===== src/rtl/mem_arbiter_if.sv =====
// Bundles both requester ports and the shared memory port of mem_arbiter.
// master is the arbiter's view; slave is the view of the requesters and the memory.
interface mem_arbiter_if #(
    parameter int MEM_ADDR_WIDTH = 16,
    parameter int DATA_WIDTH     = 16
);
    logic [MEM_ADDR_WIDTH-1:0] m0_addr;
    logic [MEM_ADDR_WIDTH-1:0] m1_addr;
    logic [DATA_WIDTH-1:0]     m0_data_in;
    logic [DATA_WIDTH-1:0]     m1_data_in;
    logic                      m0_r_en;
    logic                      m1_r_en;
    logic                      m0_w_en;
    logic                      m1_w_en;
    logic                      m0_rdy;
    logic                      m1_rdy;
    logic                      m0_cplt;
    logic                      m1_cplt;
    logic [DATA_WIDTH-1:0]     m0_data_out;
    logic [DATA_WIDTH-1:0]     m1_data_out;

    logic [MEM_ADDR_WIDTH-1:0] mem_addr;
    logic [DATA_WIDTH-1:0]     mem_data_in;
    logic                      mem_r_en;
    logic                      mem_w_en;
    logic [DATA_WIDTH-1:0]     mem_data_out;
    logic                      mem_rdy;
    logic                      mem_cplt;

    modport master (
        input  m0_addr, m1_addr, m0_data_in, m1_data_in,
        input  m0_r_en, m1_r_en, m0_w_en, m1_w_en,
        output m0_rdy, m1_rdy, m0_cplt, m1_cplt, m0_data_out, m1_data_out,
        output mem_addr, mem_data_in, mem_r_en, mem_w_en,
        input  mem_data_out, mem_rdy, mem_cplt
    );

    modport slave (
        output m0_addr, m1_addr, m0_data_in, m1_data_in,
        output m0_r_en, m1_r_en, m0_w_en, m1_w_en,
        input  m0_rdy, m1_rdy, m0_cplt, m1_cplt, m0_data_out, m1_data_out,
        input  mem_addr, mem_data_in, mem_r_en, mem_w_en,
        output mem_data_out, mem_rdy, mem_cplt
    );
endinterface


===== src/rtl/mem_arbiter.sv =====
// Two-requester memory arbiter: one-entry request slot per requester, round-robin on ties,
// at most one memory transaction in flight (IDLE -> ISSUE -> WAIT -> IDLE).
module mem_arbiter #(
    parameter int MEM_ADDR_WIDTH = 16,
    parameter int DATA_WIDTH     = 16
) (
    input  logic          clk,
    input  logic          rst,
    mem_arbiter_if.master bus
);

    typedef enum logic [1:0] {
        IDLE  = 2'd0,
        ISSUE = 2'd1,
        WAIT  = 2'd2
    } state_t;

    state_t                    state_q, state_d;
    logic [1:0]                slot_valid_q, slot_valid_d;
    logic [1:0]                slot_write_q, slot_write_d;
    logic [MEM_ADDR_WIDTH-1:0] slot_addr_q [2];
    logic [MEM_ADDR_WIDTH-1:0] slot_addr_d [2];
    logic [DATA_WIDTH-1:0]     slot_data_q [2];
    logic [DATA_WIDTH-1:0]     slot_data_d [2];
    logic                      grant_q, grant_d;
    logic                      last_grant_q, last_grant_d;
    logic [MEM_ADDR_WIDTH-1:0] mem_addr_q, mem_addr_d;
    logic [DATA_WIDTH-1:0]     mem_data_in_q, mem_data_in_d;
    logic                      mem_r_en_q, mem_r_en_d;
    logic                      mem_w_en_q, mem_w_en_d;
    logic [1:0]                cplt_q, cplt_d;
    logic [DATA_WIDTH-1:0]     data_out_q [2];
    logic [DATA_WIDTH-1:0]     data_out_d [2];

    logic [1:0]                req_r;
    logic [1:0]                req_w;
    logic [MEM_ADDR_WIDTH-1:0] req_addr [2];
    logic [DATA_WIDTH-1:0]     req_data [2];
    logic [1:0]                accept;
    logic                      pick;

    assign req_r       = {bus.m1_r_en, bus.m0_r_en};
    assign req_w       = {bus.m1_w_en, bus.m0_w_en};
    assign req_addr[0] = bus.m0_addr;
    assign req_addr[1] = bus.m1_addr;
    assign req_data[0] = bus.m0_data_in;
    assign req_data[1] = bus.m1_data_in;

    // A slot only takes a request while empty, so rdy never depends on the strobes.
    assign accept = (req_r | req_w) & ~slot_valid_q;

    // On a tie the requester that did not win last time goes next.
    assign pick = (&slot_valid_q) ? ~last_grant_q : slot_valid_q[1];

    always_comb begin
        state_d       = state_q;
        slot_valid_d  = slot_valid_q;
        slot_write_d  = slot_write_q;
        slot_addr_d   = slot_addr_q;
        slot_data_d   = slot_data_q;
        grant_d       = grant_q;
        last_grant_d  = last_grant_q;
        mem_addr_d    = mem_addr_q;
        mem_data_in_d = mem_data_in_q;
        mem_r_en_d    = 1'b0;
        mem_w_en_d    = 1'b0;
        cplt_d        = 2'b00;
        data_out_d    = data_out_q;

        for (int i = 0; i < 2; i++) begin
            if (accept[i]) begin
                slot_valid_d[i] = 1'b1;
                slot_write_d[i] = req_w[i];
                slot_addr_d[i]  = req_addr[i];
                slot_data_d[i]  = req_data[i];
            end
        end

        case (state_q)
            IDLE: begin
                if ((|slot_valid_q) && bus.mem_rdy) begin
                    state_d       = ISSUE;
                    grant_d       = pick;
                    mem_addr_d    = slot_addr_q[pick];
                    mem_data_in_d = slot_data_q[pick];
                    mem_r_en_d    = ~slot_write_q[pick];
                    mem_w_en_d    = slot_write_q[pick];
                end
            end
            ISSUE, WAIT: begin
                if (bus.mem_cplt) begin
                    state_d               = IDLE;
                    slot_valid_d[grant_q] = 1'b0;
                    cplt_d[grant_q]       = 1'b1;
                    last_grant_d          = grant_q;
                    if (!slot_write_q[grant_q]) begin
                        data_out_d[grant_q] = bus.mem_data_out;
                    end
                end else begin
                    state_d = WAIT;
                end
            end
            default: begin
                state_d = IDLE;
            end
        endcase
    end

    always_ff @(posedge clk or negedge rst) begin
        if (!rst) begin
            state_q       <= IDLE;
            slot_valid_q  <= 2'b00;
            slot_write_q  <= 2'b00;
            grant_q       <= 1'b0;
            last_grant_q  <= 1'b1;
            mem_addr_q    <= '0;
            mem_data_in_q <= '0;
            mem_r_en_q    <= 1'b0;
            mem_w_en_q    <= 1'b0;
            cplt_q        <= 2'b00;
            for (int i = 0; i < 2; i++) begin
                slot_addr_q[i] <= '0;
                slot_data_q[i] <= '0;
                data_out_q[i]  <= '0;
            end
        end else begin
            state_q       <= state_d;
            slot_valid_q  <= slot_valid_d;
            slot_write_q  <= slot_write_d;
            grant_q       <= grant_d;
            last_grant_q  <= last_grant_d;
            mem_addr_q    <= mem_addr_d;
            mem_data_in_q <= mem_data_in_d;
            mem_r_en_q    <= mem_r_en_d;
            mem_w_en_q    <= mem_w_en_d;
            cplt_q        <= cplt_d;
            for (int i = 0; i < 2; i++) begin
                slot_addr_q[i] <= slot_addr_d[i];
                slot_data_q[i] <= slot_data_d[i];
                data_out_q[i]  <= data_out_d[i];
            end
        end
    end

    assign bus.m0_rdy      = ~slot_valid_q[0];
    assign bus.m1_rdy      = ~slot_valid_q[1];
    assign bus.m0_cplt     = cplt_q[0];
    assign bus.m1_cplt     = cplt_q[1];
    assign bus.m0_data_out = data_out_q[0];
    assign bus.m1_data_out = data_out_q[1];
    assign bus.mem_addr    = mem_addr_q;
    assign bus.mem_data_in = mem_data_in_q;
    assign bus.mem_r_en    = mem_r_en_q;
    assign bus.mem_w_en    = mem_w_en_q;

endmodule


===== src/flat_wrapper.sv =====
// flat-port wrapper written by rule: the top's interface ports become plain ports
module mem_arbiter_flat 
#(
    parameter int MEM_ADDR_WIDTH = 16,
    parameter int DATA_WIDTH     = 16
)
  (clk, rst, bus_m0_addr, bus_m1_addr, bus_m0_data_in, bus_m1_data_in, bus_m0_r_en, bus_m1_r_en, bus_m0_w_en, bus_m1_w_en, bus_m0_rdy, bus_m1_rdy, bus_m0_cplt, bus_m1_cplt, bus_m0_data_out, bus_m1_data_out, bus_mem_addr, bus_mem_data_in, bus_mem_r_en, bus_mem_w_en, bus_mem_data_out, bus_mem_rdy, bus_mem_cplt);
  mem_arbiter_if #(.MEM_ADDR_WIDTH(MEM_ADDR_WIDTH), .DATA_WIDTH(DATA_WIDTH)) bus_i ();
  input  logic clk;
  input  logic rst;
  input wire logic [$bits(bus_i.m0_addr)-1:0] bus_m0_addr;
  input wire logic [$bits(bus_i.m1_addr)-1:0] bus_m1_addr;
  input wire logic [$bits(bus_i.m0_data_in)-1:0] bus_m0_data_in;
  input wire logic [$bits(bus_i.m1_data_in)-1:0] bus_m1_data_in;
  input wire logic [$bits(bus_i.m0_r_en)-1:0] bus_m0_r_en;
  input wire logic [$bits(bus_i.m1_r_en)-1:0] bus_m1_r_en;
  input wire logic [$bits(bus_i.m0_w_en)-1:0] bus_m0_w_en;
  input wire logic [$bits(bus_i.m1_w_en)-1:0] bus_m1_w_en;
  output wire logic [$bits(bus_i.m0_rdy)-1:0] bus_m0_rdy;
  output wire logic [$bits(bus_i.m1_rdy)-1:0] bus_m1_rdy;
  output wire logic [$bits(bus_i.m0_cplt)-1:0] bus_m0_cplt;
  output wire logic [$bits(bus_i.m1_cplt)-1:0] bus_m1_cplt;
  output wire logic [$bits(bus_i.m0_data_out)-1:0] bus_m0_data_out;
  output wire logic [$bits(bus_i.m1_data_out)-1:0] bus_m1_data_out;
  output wire logic [$bits(bus_i.mem_addr)-1:0] bus_mem_addr;
  output wire logic [$bits(bus_i.mem_data_in)-1:0] bus_mem_data_in;
  output wire logic [$bits(bus_i.mem_r_en)-1:0] bus_mem_r_en;
  output wire logic [$bits(bus_i.mem_w_en)-1:0] bus_mem_w_en;
  input wire logic [$bits(bus_i.mem_data_out)-1:0] bus_mem_data_out;
  input wire logic [$bits(bus_i.mem_rdy)-1:0] bus_mem_rdy;
  input wire logic [$bits(bus_i.mem_cplt)-1:0] bus_mem_cplt;
  assign bus_i.m0_addr = bus_m0_addr;
  assign bus_i.m1_addr = bus_m1_addr;
  assign bus_i.m0_data_in = bus_m0_data_in;
  assign bus_i.m1_data_in = bus_m1_data_in;
  assign bus_i.m0_r_en = bus_m0_r_en;
  assign bus_i.m1_r_en = bus_m1_r_en;
  assign bus_i.m0_w_en = bus_m0_w_en;
  assign bus_i.m1_w_en = bus_m1_w_en;
  assign bus_m0_rdy = bus_i.m0_rdy;
  assign bus_m1_rdy = bus_i.m1_rdy;
  assign bus_m0_cplt = bus_i.m0_cplt;
  assign bus_m1_cplt = bus_i.m1_cplt;
  assign bus_m0_data_out = bus_i.m0_data_out;
  assign bus_m1_data_out = bus_i.m1_data_out;
  assign bus_mem_addr = bus_i.mem_addr;
  assign bus_mem_data_in = bus_i.mem_data_in;
  assign bus_mem_r_en = bus_i.mem_r_en;
  assign bus_mem_w_en = bus_i.mem_w_en;
  assign bus_i.mem_data_out = bus_mem_data_out;
  assign bus_i.mem_rdy = bus_mem_rdy;
  assign bus_i.mem_cplt = bus_mem_cplt;
  mem_arbiter #(.MEM_ADDR_WIDTH(MEM_ADDR_WIDTH), .DATA_WIDTH(DATA_WIDTH)) u_core (.clk(clk), .rst(rst), .bus(bus_i));
endmodule

===== config.mk =====
export PLATFORM = sky130hd
export DESIGN_NAME = mem_arbiter_flat
export DESIGN_NICKNAME = d
export VERILOG_FILES = /design/src/rtl/mem_arbiter_if.sv /design/src/rtl/mem_arbiter.sv /design/src/flat_wrapper.sv
export SDC_FILE = /design/constraint.sdc
export NUM_CORES = 1
export LEC_CHECK = 0
export BUFFER_PORTS_ARGS = -buffer_cell sky130_fd_sc_hd__buf_2
export CAP_MARGIN = 20
export CORE_ASPECT_RATIO = 0.9
export CORE_MARGIN = 1.5
export CORE_UTILIZATION = 47
export CTS_CLUSTER_DIAMETER = 30
export DETAILED_ROUTE_END_ITERATION = 6
export GPL_ROUTABILITY_DRIVEN = 0
export GPL_TIMING_DRIVEN = 0
export PLACE_DENSITY = 0.76
export SLEW_MARGIN = 30
export SYNTH_ARGS = -nofsm -noshare
export SYNTH_HDL_FRONTEND = slang
export SYNTH_SLANG_ARGS = --single-unit

===== constraint.sdc =====
create_clock -name clk -period 1.78 [get_ports clk]
set_input_delay 0.178 -clock clk [delete_from_list [all_inputs] [get_ports clk]]
set_output_delay 0.178 -clock clk [all_outputs]
set_load 0.005 [all_outputs]

======== After elaboration in Yosys (flattened, before gate mapping) ========
Index checks and enable logic that the tools add are counted.
operators by class
  magnitude comparators ................... 6
  equal/unequal tests ..................... 3
  muxes and demuxes ....................... 29
  bitwise gates (word level) .............. 12
  reductions and logical operators ........ 10
operators with widths
  kind                count
  $mux 16             7
  $bwmux 32           1
  $demux 16 s1        1
  $mux 1              12
  $mux 2              6
  $reduce_and 2->1    3
  $not 1->1           5
  $and 2x2->2         2
  $ge 2x2->1 const B  2
  $lt 1x2->1 const B  2
  $not 1->2           2
  $not 2->2           2
  $pmux 2 s2          1
  $reduce_or 2->1     2
  $logic_and 1x1->1   3
  $reduce_and 3->1    1
  $eq 2x1->1 const B  1
  $eq 2x2->1 const B  1
  $logic_not 2->1     1
  $lt 2x1->1 const B  1
  $ne 2x1->1 const B  1
  $or 2x2->2          1
  $demux 1 s1         1
  $ge 1x1->1 const B  1
word-level totals
  register bits after elaboration ......... 140
  output and inout bits ................... 70
  word-level logic and storage cells ...... 77

======== Longest topological paths before layout ========
  word-level depth ........................ 8
  mapped depth ............................ 7

======== Least setup slack after synthesis ========
No wires, ideal clock.
  path type ............................... reg-to-reg
  start point ............................. reg u_core.state_q[0]
  end point ............................... reg u_core.data_out_q (netlist bit u_core.bus.m0_data_out[10])
  setup time .............................. 0.125 ns
  arrival time ............................ 1.648 ns
  data required time ...................... 1.655 ns
  setup slack ............................. 0.007 ns
  stages on the path, launching flop included .. 7
  path buffers ............................ 1
  path through ............................ dfrtp_1 inv_1 ha_1 nand2_1 nor3_2 buf_4 mux2_2
between the ends
  cells in the longest elaborated chain, start to end .. 3
  elaborated cells between the ends (all ways) .. 4
  those cells by class .................... 2 x eq/ne; 2 x reduce/logical
RTL lines
  what                                      line                text
  from (decl)                               mem_arbiter.sv:18   state_t state_q, state_d;
  from (signal assigned)                    mem_arbiter.sv:127  state_q <= state_d;
  $eq 2x1->1 or $eq 2x2->1 (tied branches)  mem_arbiter.sv:79   case (state_q)
  $reduce_or 2->1 *                         mem_arbiter.sv:79
  $reduce_and 3->1 (no line) *              -
  to (signal, indexed assignment)           mem_arbiter.sv:140  data_out_q[i] <= data_out_d[i];
  to (decl)                                 mem_arbiter.sv:32   logic [DATA_WIDTH-1:0] data_out_q [2];
Mark *: on every way between the ends. The rest lies on a longest branch, timed or not.
A chain may end at the register's enable or synchronous reset.

======== Final worst setup path ========
  start point ............................. reg u_core.state_q[0]
  end point ............................... reg u_core.data_out_q (netlist bit u_core.bus.m1_data_out[6])
Same word-level chain as after synthesis.

==> results.yml <==
logic_synthesis:
  syn_area_um2: 5520
  synth_cell_types: 28
  syn_nets: 513
  yosysMostFrequentCell: "dfrtp_1"
  synthFlopType: "dfrtp_1"
  synthTopCellsByArea: "dfrtp_1 63%, mux2_2 20%, a21oi_1 5.8%, nor2_1 2.6%, nand2_1 2.5%"
  yosys_warnings: 0
  ys_ff_latch: 140
  ys_async_sr_fraction_pct: 100
  synth_top_cell_by_area: "dfrtp_1"
  yosysTopAreaCellShare_pct: 63.1
  seq_area_frac_synth_pct: 63.5
  synth_area_per_cell_um2: 13.0
  postSynthCellCount: 424
  synth_edf_count: 0
  synth_common_cells: "139 x dfrtp_1, 98 x mux2_2, 64 x a21oi_1"
finish:
  antenna_cells: 0
  ff_latch_area_um2: 3500
  fillers: 818
  drive_above_1_share_pct: 46.1
  final_util_pct: 69.7
  area_delta_synth_final_pct: 44.5
  nets: 769
  multiInputGateArea_um2: 1880
  finalInstanceArea_um2: 7970
grt:
  grt_usage_pct: 23.3
  grt_pass1_wl_um: 21500
  grt.overflow.total: 0
  grt_antenna_before_repair: 0
  grt_pass1_vias: 4505
  grt_max_degree: 90
clock_network:
  htreeDepth: 4
  cts_tree: "done"
  path_clk_slew_ns: 0.05
  cts_sinks: 140
  clockBufferDepth: 2
  clock-root-buffer: "clkbuf_16"
  clk_latency_ns: 0.42
  cts_made_buffers: 17
detailed_routing:
  postRouteAntennaNets: 0
  drt-total-wl_um: 13700
  wl_per_cell_um: 16.1
  drc: 0
  vias: 4238
  drtIter0Drc: 146
  avgViaCountPerCell: 5.00
  drtPass1Iterations: 4
power:
  swShare_pct: 31.6
  clkPwrFrac_pct: 24.9
  powerDensity_nw_per_um2: 1790
  netSwitchingPower_mw: 4.51
  combPwrFrac_pct: 35.3
  leakage_nw: 3.77
  power.share.sequential_pct: 39.9
  intPower_mw: 9.78
  ir_worst_vdd_uv: 1020
worst_setup_path:
  path_max_fanout: 10
  startpoint_type: "flop"
  criticalPathCategory: "reg -> reg"
  critPathArrivalTime_ns: 2.01
  slowest_stage: "dfrtp_1"
  crit_required_ns: 2.08
  critPathCaptureType: "flop"
  path_cells: "inv_1 -> ha_4 -> nand3_2 -> or2_1 -> buf_6 -> buf_8 -> mux2_2"
  critPathMaxStageDelay_ns: 0.35
floorplanning:
  rows: 37
  die_w_um: 117
  io_pins: 158
  start_util_pct: 48.2
  core_area_um2: 11400
  floorplan.die.height_um: 106
  die-area_um2: 12400
sta:
  setup_tns_ns: 0
  setup-violations-final: 0
  post-route-min-period_ns: 1.71
  hold_viol_final: 0
  fmax_ghz: 0.584
  worst_pin_slew_ns: 0.528
  drv_slew: 0
  skew_ns: 0.00627
  fin_ws_ns: 0.0689
  slew_headroom_pct: 64.8
  whs_ns: 0.0140
  finalCritPeriodShare_pct: 96.1
placement:
  portBuffers: 157
  dpl_worst_slack_ns: -0.273
  placed_cell_area_um2: 6530
  dpl.hpwl_um: 8540
hold_path:
  hold_path.class: "in -> reg"
job:
  drv_cap: 0
run_status:
  status: "completed"
==> cell families (layout without fill, tap and decap cells) <==
family                     Yosys count  after routing  synth area share, %
adders and majority gates            1              1                0.227
buffers and inverters               29            297                 2.74
DFF                                140            140                 63.5
muxes                               99             99                 20.2
AOI/OAI and AO/OA                   74             74                 7.37
and+or+nand+nor                     81             81                 5.92
==> flip-flops by register name, indices dropped and copies added, names as in the netlist <==
register and cells:
u_core.slot_data_q 32, u_core.state_q 2, u_core.bus.mem_data_in 16, u_core.bus.mem_addr 16
u_core.slot_write_q 2, u_core.grant_q 1, u_core.bus.m1_data_out 16, u_core.slot_valid_q 2
u_core.bus.mem_r_en 1, u_core.bus.m0_data_out 16, u_core.slot_addr_q 32, u_core.bus.mem_w_en 1
u_core.cplt_q 2, u_core.last_grant_q 1
==> path summary, 6_finish.rpt <==
check,start,endpoint,slack [ns],cells past startpoint
worst min-delay path,bus_mem_data_out[1],u_core.bus.m1_data_out[1],0.01,2
min in group asynchronous,rst,u_core.slot_addr_q[26],0.26,2
worst max register to register,u_core.state_q[0],u_core.bus.m1_data_out[6],0.07,7
max in group asynchronous,rst,u_core.last_grant_q,0.74,3
worst max-delay path,u_core.state_q[0],u_core.bus.m1_data_out[6],0.07,7
worst min register to register,u_core.last_grant_q,u_core.last_grant_q,0.50,2
==> power by group through the flow <==
| stage | Sequential [mW] | Clock (mW) | Combinational [mW] |
|---|---|---|---|
| after floorplan | 5.61 | 0 | 3.01 |
| after global placement | 5.61 | 0 | 4.62 |
| after detailed placement | 5.69 | 0 | 4.81 |
| after CTS | 5.67 | 3.62 | 4.96 |
| after global routing | 5.88 | 3.75 | 5.64 |
| final | 5.70 | 3.55 | 5.04 |
==> repair_timing <==
action / 4_1_cts / 5_1_grt
setup buffers: 1 / 1
cloned: 0 / 1
endpoints found under the setup margin: 16 / 41
pin swaps: 1 / 1
hold buffers: 74 / 2
endpoints found under the hold margin: 133 / 2
gates resized for setup: 2 / 9
==> critical path: cells and delay by family (launching register included) <==
family                     cells  cell delay [ns]
adders and majority gates      1             0.28
and+or+nand+nor                2             0.32
buffers and inverters          3             0.36
DFF                            1             0.35
muxes                          1             0.28
==> layer usage <==
layer,part of all wire (%),wire length (um),GRT usage [%],vias to the layer above
li1,-,-,-,1976
met4,1.8,253,8.35,0
met1,42,5690,27.7,2090
met5,0,0,0,-
met2,50,6840,38.8,147
met3,6.6,906,8.28,25
==> metrics by stage <==
stage                     instances  power (mW)
after global routing            848        15.3
after CTS                       844        14.2
after detailed placement        738        10.5
final                           848        14.3
after floorplan                 424        8.62
after global placement          737        10.2
==> final cells by class <==
type	instances	share of cell area (%)
flip-flops and latches	140	44.0
multi-input cells	255	23.6
repair buffers	237	20.4
clock buffers	26	6.64
well taps	156	2.45
plain buffers	23	1.70
clock inverters	5	0.989
inverters	6	0.283
==> cells in the final DEF, fill, tap and decap left out, types with 2 or more instances in the layout <==
cell type	synthesis	routed
a21oi_1	64	64
buf_2	16	172
buf_6	1	3
buf_8	1	2
bufinv_16	0	2
clkbuf_1	4	4
clkbuf_16	0	17
clkbuf_2	0	2
clkbuf_8	0	7
clkinv_2	0	2
dfrtp_1	139	139
dlygate4sd3_1	0	76
inv_1	6	6
mux2_2	98	98
nand2_1	36	35
nor2_1	38	38
nor3_1	2	2
o21ai_0	2	2
o21ai_2	2	2
Note: power is estimated with default switching activity, not from simulation.
